$ cat config.mk
export PLATFORM = sky130hd
export DESIGN_NAME = fx2_pin_monitor
export DESIGN_NICKNAME = d
export VERILOG_FILES = /design/src/rtl/fx2_pin_monitor.sv
export SDC_FILE = /design/constraint.sdc
export NUM_CORES = 1
export LEC_CHECK = 0
export ABC_AREA = 0
export BUFFER_PORTS_ARGS = -buffer_cell sky130_fd_sc_hd__buf_2
export CORE_ASPECT_RATIO = 2
export CORE_MARGIN = 4
export CORE_UTILIZATION = 45
export DETAILED_ROUTE_END_ITERATION = 8
export GPL_TIMING_DRIVEN = 1
export PLACE_DENSITY = 0.64
export SLEW_MARGIN = 0
export SYNTH_ARGS = -nofsm -noshare
export SYNTH_HDL_FRONTEND = slang
export SYNTH_SLANG_ARGS = --single-unit
$ cat constraint.sdc
create_clock -name clk -period 2.8 [get_ports clk]
set_clock_uncertainty 0.1 [all_clocks]
set_input_delay 0.56 -clock clk [delete_from_list [all_inputs] [get_ports clk]]
set_output_delay 0.56 -clock clk [all_outputs]
set_load 0.03 [all_outputs]
$ cat src/rtl/fx2_pin_monitor.sv
// fx2_pin_monitor: synchronise, edge-count and display FX2 header pins on the board LEDs.
// Define FX2_GLITCH_FILTER_EN to build a FILT_LEN-cycle stability filter per pin.
module fx2_pin_monitor #(
    parameter int NUM_PINS    = 22,
    parameter int CNT_W       = 16,
    parameter int SYNC_STAGES = 2,
    parameter int SCAN_DIV    = 50_000_000,
    parameter int IDX_W       = 6,
    parameter int FILT_LEN    = 4
) (
    input  logic                clk,
    input  logic                rst,
    input  logic [NUM_PINS-1:0] pins,
    input  logic                clear_counts,
    input  logic                scan_mode,
    input  logic [IDX_W-1:0]    sel_idx,
    output logic [7:0]          led,
    output logic [IDX_W-1:0]    cur_idx,
    output logic [CNT_W-1:0]    cur_count,
    output logic [NUM_PINS-1:0] activity
);
    localparam int NI    = 2**IDX_W;
    localparam int DIV_W = SCAN_DIV > 1 ? $clog2(SCAN_DIV) : 1;
    typedef enum logic {MANUAL, SCAN} state_t;
    state_t state, state_n;
    logic [NUM_PINS-1:0] sync_q [SYNC_STAGES];
    logic [NUM_PINS-1:0] lvl, lvl_d, edges;
    logic [CNT_W-1:0]    cnt [NUM_PINS];
    logic [CNT_W-1:0]    cnt_pad [NI];
    logic [NI-1:0]       lvl_pad, act_pad;
    logic [DIV_W-1:0]    div, div_n;
    logic [IDX_W-1:0]    idx_n;
    logic                div_end;
    always_ff @(posedge clk) begin
        if (rst) begin
            for (int k = 0; k < SYNC_STAGES; k++) sync_q[k] <= '0;
        end else begin
            sync_q[0] <= pins;
            for (int k = 1; k < SYNC_STAGES; k++) sync_q[k] <= sync_q[k-1];
        end
    end
`ifdef FX2_GLITCH_FILTER_EN
    localparam int FW = $clog2(FILT_LEN + 1);
    logic [FW-1:0] fcnt [NUM_PINS];
    // lvl follows the synchroniser only once it has disagreed for FILT_LEN straight cycles
    always_ff @(posedge clk) begin
        for (int i = 0; i < NUM_PINS; i++) begin
            if (rst || sync_q[SYNC_STAGES-1][i] == lvl[i]) begin
                fcnt[i] <= '0;
                if (rst) lvl[i] <= 1'b0;
            end else if (fcnt[i] == FW'(FILT_LEN - 1)) begin
                fcnt[i] <= '0;
                lvl[i]  <= sync_q[SYNC_STAGES-1][i];
            end else begin
                fcnt[i] <= fcnt[i] + 1'b1;
            end
        end
    end
`else
    assign lvl = sync_q[SYNC_STAGES-1];
`endif
    assign edges = lvl ^ lvl_d;
    always_ff @(posedge clk) begin
        if (rst || clear_counts) begin
            lvl_d    <= rst ? '0 : lvl;
            activity <= '0;
            for (int i = 0; i < NUM_PINS; i++) cnt[i] <= '0;
        end else begin
            lvl_d    <= lvl;
            activity <= activity | edges;
            for (int i = 0; i < NUM_PINS; i++)
                if (edges[i] && cnt[i] != '1) cnt[i] <= cnt[i] + 1'b1;
        end
    end
    always_ff @(posedge clk) state <= rst ? MANUAL : state_n;
    always_comb state_n = scan_mode ? SCAN : MANUAL;
    always_comb begin
        div_end = div == DIV_W'(SCAN_DIV - 1);
        idx_n   = !scan_mode ? sel_idx :
                  state == MANUAL ? '0 :
                  !div_end ? cur_idx :
                  cur_idx == IDX_W'(NUM_PINS - 1) ? '0 : cur_idx + 1'b1;
        div_n   = (!scan_mode || state == MANUAL || div_end) ? '0 : div + 1'b1;
    end
    // Pad per-pin state to the full index space so out-of-range selects read as zero
    always_comb begin
        lvl_pad = NI'(lvl);
        act_pad = NI'(activity);
        for (int i = 0; i < NI; i++) cnt_pad[i] = '0;
        for (int i = 0; i < NUM_PINS; i++) cnt_pad[i] = cnt[i];
    end
    always_ff @(posedge clk) begin
        if (rst) begin
            cur_idx   <= '0;
            div       <= '0;
            led       <= '0;
            cur_count <= '0;
        end else begin
            cur_idx   <= idx_n;
            div       <= div_n;
            led       <= {6'(cur_idx), act_pad[cur_idx], lvl_pad[cur_idx]};
            cur_count <= cnt_pad[cur_idx];
        end
    end
endmodule

# Word level (Yosys, flattened, before mapping)
# Memory sizes are Yosys's and may differ from the RTL's.
# Cells that the tools add are included.
dict set report word_totals {
  reg_bits 101
  output_inout_bits 52
  n_memories 2
  wordCells 224
  ram_bits 396
}
dict set report op_classes {
  n_mux 109
  n_reduce_logical 27
  order_cmp 2
  add_sub_neg 24
  eq_ne 25
  bitwise 28
}
# name depth word_bits read_ports rd_clocked_by_memory_dff wr line
set memory_table {}
lappend memory_table {cnt 22 16 22 0 22 28} ;# logic [CNT_W-1:0] cnt [NUM_PINS];
lappend memory_table {sync_q 2 22 2 0 2 26} ;# logic [NUM_PINS-1:0] sync_q [SYNC_STAGES];
# op count
set ops {}
lappend ops {{16-bit 2-to-1 mux} 24}
lappend ops {{16-bit by 1-bit adder with 16-bit output, second input constant} 22}
lappend ops {{16-bit inequality test, second input constant} 22}
lappend ops {{16-bit binary-select mux with 6-bit select} 1}
lappend ops {{22-bit 2-to-1 mux} 4}
lappend ops {{1-bit 2-to-1 mux} 74}
lappend ops {{26-bit by 1-bit adder with 26-bit output, second input constant} 1}
lappend ops {{26-bit equality test, second input constant} 1}
lappend ops {{6-bit 2-to-1 mux} 4}
lappend ops {{1-bit OR} 24}
lappend ops {{1-bit logical AND} 22}
lappend ops {{22-bit OR} 1}
lappend ops {{22-bit bitwise XOR} 1}
lappend ops {{1-bit binary-select mux with 6-bit select} 2}
lappend ops {{7-bit >= comparator, second input constant} 1}
lappend ops {{6-bit by 7-bit less-than comparator with 1-bit output, second input constant} 1}
lappend ops {{6-bit inverter with 7-bit output} 1}
lappend ops {{6-bit by 1-bit adder with 6-bit output, second input constant} 1}
lappend ops {{6-bit by 5-bit equality test with 1-bit output, second input constant} 1}
lappend ops {{1-bit logical OR} 3}
lappend ops {{3-bit by 2-bit inequality test with 1-bit output, second input constant} 1}
lappend ops {{2-bit OR reduction} 1}
lappend ops {{1-bit zero test} 1}
lappend ops {{1-bit inverter} 1}

# Depth between registers and ports, before layout
# Gate-level depths: netlist (run 1).
# An unclocked memory read counts as a cell.
dict set report logic_depth {
  ltp_word 7
  ltp_mapped 8
}

# Worst setup path before layout (run 1)
# Ideal clock, no wire load.
dict set report synth_path {
  kind {input-to-reg}
  from {input rst}
  to {memory cnt[18][0], in the netlist cnt[0][288], enable pin}
  setup_time_ps 464
  arrival_time_ps 2217
  required_ps 2236
  stages 5
  n_path_buf 3
  setup_slack_ps 19
  path_cell_list {buf_2 > nor2_2 > buf_2 > clkbuf_1 > o21ai_0}
}
# item line
set synth_lines {}
lappend synth_lines {{from (decl)} 12} ;# input logic rst,
lappend synth_lines {{to (decl)} 28}

==> results.ini, run 1 <==
[die]
start_util_pct = 45.5
dieHeight_um = 354
die_w_um = 181
ioPinCount = 84
dieArea_mm2 = 0.0640
core.rowCount = 126
core_mm2 = 0.0591

[cts]
cts_setup_buffers = 0
clk_pin_slew_ps = 70
post_cts_resized = 0
cts-root-buf = clkbuf_16
cts.sink_count = 497
clk_latency_ps = 580
cts_tree = done
h-tree-depth = 2
cts_buffers = 46
cts-hold-fix-buffers = 0
cts.path.max_buffers = 3

[cells_and_area]
multi_input_area_mm2 = 0.0126
antenna_cells = 0
fillCellCount = 5330
final_layout_size_suffix_gt1_share_pct = 12.8
areaGrowthSynthToFinish_pct = 12.5
fin_nets = 2758
stdcell_area_mm2 = 0.0303
final_cells = 3507
regArea_mm2 = 0.0135

[pwr]
p_sw_share_pct = 25.2
p_total_mw = 17.4
p_clk_share_pct = 40.7
power.density_mw_per_mm2 = 575
worst_ir_drop_vdd_uv = 476
p_comb_share_pct = 8.5
internal_power_mw = 13.0
p_switching_mw = 4.38
seqPwrFrac_pct = 50.8
p_leak_nw = 10.1

[synth]
synth-seq-cells = 497
synth_top_cell_by_area = edfxtp_1
synth_edf_count = 352
synth_top_area_share_pct = 39.3
syn_inst = 2586
synth.net_count = 2643
avgSynthCellArea_um2 = 10.4
synth_common_cells = 398 x nor2_1, 352 x edfxtp_1, 189 x xnor2_1
synth-async-reset-ratio_pct = 0
ys_warn_count = 0
seq_area_frac_synth_pct = 50.1
synthTopCellsByArea = edfxtp_1 39%, dfxtp_1 11%, xnor2_1 6.2%, nor2_1 5.6%, mux4_2 3.7%
yosysMostFrequentCell = nor2_1
synthDistinctLibCells = 76
synth_flop_cell = edfxtp_1
synth_area_mm2 = 0.0269

[setup_path]
r2r_setup_slack_ps = 250
crit_chain = ha_1 > nand3_1 > or4_1 > o21ai_0 > nand2_1
reg2reg_depth = 5
crit_path_end_kind = flop
crit_path_end = cnt[0][171]
critical_path_class = reg2reg
critical_path.max_fanout = 16
cpPeakStageDelay_ps = 600
rr_startpoint = cnt[0][160]
crit_start = cnt[0][160]
required_ps = 2860
worst_ep_arrival_time_ps = 2620
cp-start-kind = flop
r2r-end = cnt[0][171]
cp_slowest_cell = or4_1

[placement]
routabilityCongestion = 0.912
dpl.cell_count = 3421
hpwl_um = 61500
dpl-instance-area_mm2 = 0.0286
portBuffers = 83

[sta]
worstMarginPinSlew_ps = 1250
final.setup.tns_ps = 0
relSlewSlack_pct = 15.7
timing.final.crit_share_pct = 91.2
setup_viol = 0
holdWs_ps = 92.6
rsz0062_at_grt = no
timing.fmax_ghz = 0.392
finalHoldViolCount = 0
maxSlewViolCount = 0
min_period_ps = 2550

[worst_hold_path]
hp-class = in2reg

[routing]
via_per_inst = 6.01
drtPass1Iterations = 6
wl_um = 81200
drt_iter0_drc = 1885
drt.antenna.violating_nets = 0
drcViolationCount = 0
vias = 21100
wl_per_cell_um = 23.2

[global_route]
grt_first_pass_wirelength_um = 123000
grt_usage_pct = 24.5
overflow = 0
grt_pass1_vias = 20800
grt_antenna_before_repair = 2
grt_max_degree = 45

[run_status]
outcome = finished, final reports clean

[job]
maxCapViolations = 0

worst min path at each step:
stage | end | slack, ps | start | cells after the start
floorplan | sync_q[0][22] | 310 | sync_q[0][0] | 1
global placement | sync_q[0][26] | 320 | sync_q[0][4] | 1
detailed placement | sync_q[0][42] | 320 | sync_q[0][20] | 1
CTS | sync_q[0][2] | 70 | pins[2] | 2
global route | sync_q[0][17] | 80 | pins[17] | 2
finish | sync_q[0][2] | 90 | pins[2] | 2
metrics by stage:
stage               utilization (%)  worst slack (ps)
floorplan                         -              18.9
detailed placement             48.3               251
global placement               48.3               289
CTS                            51.2               239
global route                   51.2              90.9
finish                         51.2               248
critical path, delay by kind of cell (launching register included):
family                     cells  cell delay [ps]
and+or+nand+nor                3             1190
AOI/OAI and AO/OA              1              190
DFF                            1              420
adders and majority gates      1              230
metal layers:
metal | track usage [%] | share of wire [%] | vias to the layer above
li1 | - | - | 9709
met1 | 26.2 | 35 | 10300
met2 | 44.5 | 52 | 820
met3 | 2.70 | 5.0 | 251
met4 | 17.2 | 8.5 | 2
met5 | 0 | 0.0086 | -
power by group through the flow:
stage          Clock, mW  Sequential (mW)  Combinational (mW)
6_report            7.09             8.84                1.48
5_1_grt             7.45             8.88                1.58
4_1_cts             7.17             8.83                1.47
3_5_place_dp           0             8.99                1.46
3_3_place_gp           0             8.97                1.44
2_1_floorplan          0             8.81               0.911
flip-flops by register name, summed over array words and instances, names as in the netlist, 6 cells and up:
signal,count
cur_idx,6
led,8
cur_count,16
activity,22
sync_q,44
div,26
cnt,352
lvl_d,22
layout by cell type (no fill, tap or decap), drive strengths merged, types with 74 or more instances in the layout:
cell      n
nor2    399
edfxtp  352
xnor2   189
buf     171
nand3   158
dfxtp   145
nand2   132
xor2    102
inv      91
mux2i    89
nand4    79
a21oi    78
nor2b    74
logic make-up (layout without fill, tap and decap cells):
family,count (synthesis),after routing,share of synthesized area (%)
flip-flops,497,497,50.1
XOR/XNOR,291,291,9.47
multiplexers,157,157,8.00
AND/OR/NAND/NOR,1134,1134,21.0
buffers and inverters,196,349,3.06
AO/OA/AOI/OAI,286,286,7.28
adder cells (fa/ha/maj),25,25,1.16
final cells by class:
class                      count  area share (%)
clock buffer                  65            4.56
timing repair buffer         171            3.85
inverter                      92            1.14
clock inverter                21            1.00
multi-input combinational   1893            41.7
tap                          768            3.18
sequential                   497            44.5
No activity file was read; power rests on OpenSTA's default activity.
==> run 2: changes to the inputs <==
Settings changed: CORE_UTILIZATION 45 to 43, PLACE_DENSITY 0.64 to 0.62, RECOVER_POWER set to 25.
==> results.ini, run 2 (synthesis gave the netlist of run 1 again) <==
[run_status]
outcome = finished, final reports clean

[cts]
cts_tree = done
cts-hold-fix-buffers = 0  ; unchanged
post_cts_resized = 0  ; unchanged
cts-root-buf = clkbuf_16
cts.sink_count = 497  ; unchanged
clk_latency_ps = 590  ; about the same
cts_buffers = 47  ; +2.2%
cts_setup_buffers = 0  ; unchanged
clk_pin_slew_ps = 60  ; about the same
cts.path.max_buffers = 3  ; unchanged
h-tree-depth = 2  ; unchanged

[setup_path]
r2r-end = cur_count[5]
required_ps = 3150  ; +290 ps
crit_path_end_kind = flop
critical_path_class = reg2reg
critPathTopFamily = flip-flops
reg2reg_depth = 5  ; unchanged
crit_chain = buf_4 > buf_4 > mux4_2 > a221oi_1 > a21oi_1
cpPeakStageDelay_ps = 920  ; +320 ps
cp_slowest_cell = dfxtp_1
critical_path.max_fanout = 15  ; -1
path_buf_inv = 2  ; +2
cpMostUsedCell = buf_4
rr_startpoint = cur_idx[1]
worst_ep_arrival_time_ps = 3100  ; +480 ps
cp-start-kind = flop
r2r_setup_slack_ps = 50  ; -190 ps

[die]
core_mm2 = 0.0620  ; +4.8%
start_util_pct = 43.4  ; -2.1 points
ioPinCount = 84  ; unchanged
core.rowCount = 129  ; +2.4%
dieHeight_um = 362  ; +2.2%
die_w_um = 185  ; +2.2%
dieArea_mm2 = 0.0669  ; +4.5%

[routing]
wl_um = 80800  ; -0.49%
drt_iter0_drc = 1667  ; -12%
vias = 21000  ; -0.46%
via_per_inst = 5.96  ; -0.94%
drcViolationCount = 0  ; unchanged
drt.antenna.violating_nets = 0  ; unchanged
drtPass1Iterations = 6  ; unchanged
wl_per_cell_um = 22.9  ; -0.97%

[global_route]
busiest_layer = met2
grt_use_met3_pct = 3.42  ; +0.72 points
overflow = 0  ; unchanged
grt_antenna_before_repair = 3  ; +1
grt_first_pass_wirelength_um = 123000  ; -0.27%
grt_pass1_vias = 20700  ; -0.47%
grt_usage_pct = 23.6  ; -0.92 points
grt_util_met2_pct = 42.3  ; -2.1 points
met1_usage_pct = 25.3  ; -0.88 points
grt_max_degree = 48  ; +6.7%

[job]
maxCapViolations = 0  ; unchanged

[sta]
min_period_ps = 2750  ; +193 ps
finalHoldViolCount = 0  ; unchanged
timing.fmax_ghz = 0.364  ; -7.0%
worstMarginPinSlew_ps = 920  ; -335 ps
relSlewSlack_pct = 38.6  ; +23 points
setup_viol = 0  ; unchanged
timing.final.crit_share_pct = 98.1  ; +6.9 points
final.setup.tns_ps = 0  ; unchanged
maxSlewViolCount = 0  ; unchanged
holdWs_ps = 84.9  ; -7.70 ps
rsz0062_at_grt = no

[pwr]
p_leak_nw = 9.77  ; -2.9%
p_total_mw = 16.9  ; -2.8%
power.density_mw_per_mm2 = 563  ; -2.1%
worst_ir_drop_vdd_uv = 750  ; +58%

[cells_and_area]
top_register = cnt
antenna_cells = 0  ; unchanged
fin_nets = 2757  ; -0.036%
largest_register_ff_count = 352  ; unchanged
final_cell_mix = 398 x nor2_1, 352 x edfxtp_1, 189 x xnor2_1
areaGrowthSynthToFinish_pct = 11.6
final_layout_size_suffix_gt1_share_pct = 10.6  ; -2.2 points
stdcell_area_mm2 = 0.0300  ; -0.80%
largestRegisters = cnt (352), sync_q (44), div (26)
final_common_cell = nor2_1

[worst_hold_path]
hold_depth = 2  ; unchanged
hp-class = in2reg
hold_end = sync_q[0][5]
worstHoldStart = pins[5]

[placement]
dpl-instance-area_mm2 = 0.0286  ; about the same
routabilityCongestion = 0.937  ; +2.8%
hpwl_um = 61700  ; +0.36%
portBuffers = 83  ; unchanged

==> run 2: cell types whose count changed in the layout (fill, tap and decap cells not counted), moves of 3 or more <==
cell       delta
bufinv_16     -6
clkinv_1      -4
clkbuf_8      +3
clkbuf_2      +3
buf_4        -12
buf_2        -47
clkbuf_1     +63
==> run 2: worst max-delay path by stage <==
stage	from	endpoint	slack, ps	depth (start not counted)
floorplan	rst	cnt[0][288]	20	5
global placement	cnt[0][160]	cnt[0][167]	290	5
detailed placement	cnt[0][160]	cnt[0][167]	270	5
CTS	cur_idx[2]	cur_idx[2]	80	2
global route	cur_idx[2]	cur_idx[2]	50	2
finish	cur_idx[1]	cur_count[5]	50	5
==> run 2: through the flow <==
step | setup slack, ps | utilization, % | instances
floorplan | 18.9 | - | 2586
global placement | 290 | 46.1 | 3437
detailed placement | 274 | 46.1 | 3437
CTS | 84.6 | 48.6 | 3524
global route | 49.1 | 48.4 | 3524
finish | 54.5 | 48.4 | 3524
==> run 2: worst register-to-register path, cell delays in order (launching register included) <==
cell and delay (ps):
dfxtp_1 920, buf_4 390, buf_4 220, mux4_2 380, a221oi_1 510, a21oi_1 100
==> run 2: final cells by class <==
cell class	instances	area, um2
Fill cell	5789	32000
Sequential cell	497	13500
Multi-Input combinational cell	1893	12600
Clock buffer	76	1460
Timing Repair Buffer	169	1020
Tap cell	786	983
Inverter	92	345
Clock inverter	11	108
==> run 2: where the power goes <==
part | switching [mW] | internal [mW]
clock network | 2.89 | 3.74
logic | 0.870 | 0.557
registers | 0.580 | 8.27
==> run 2: metal layers <==
layer | share of wire [%] | vias to the layer above
met4 | 8.1 | 6
met1 | 35 | 10200
met3 | 5.2 | 280
met5 | 0.043 | -
met2 | 51 | 785
li1 | - | 9699
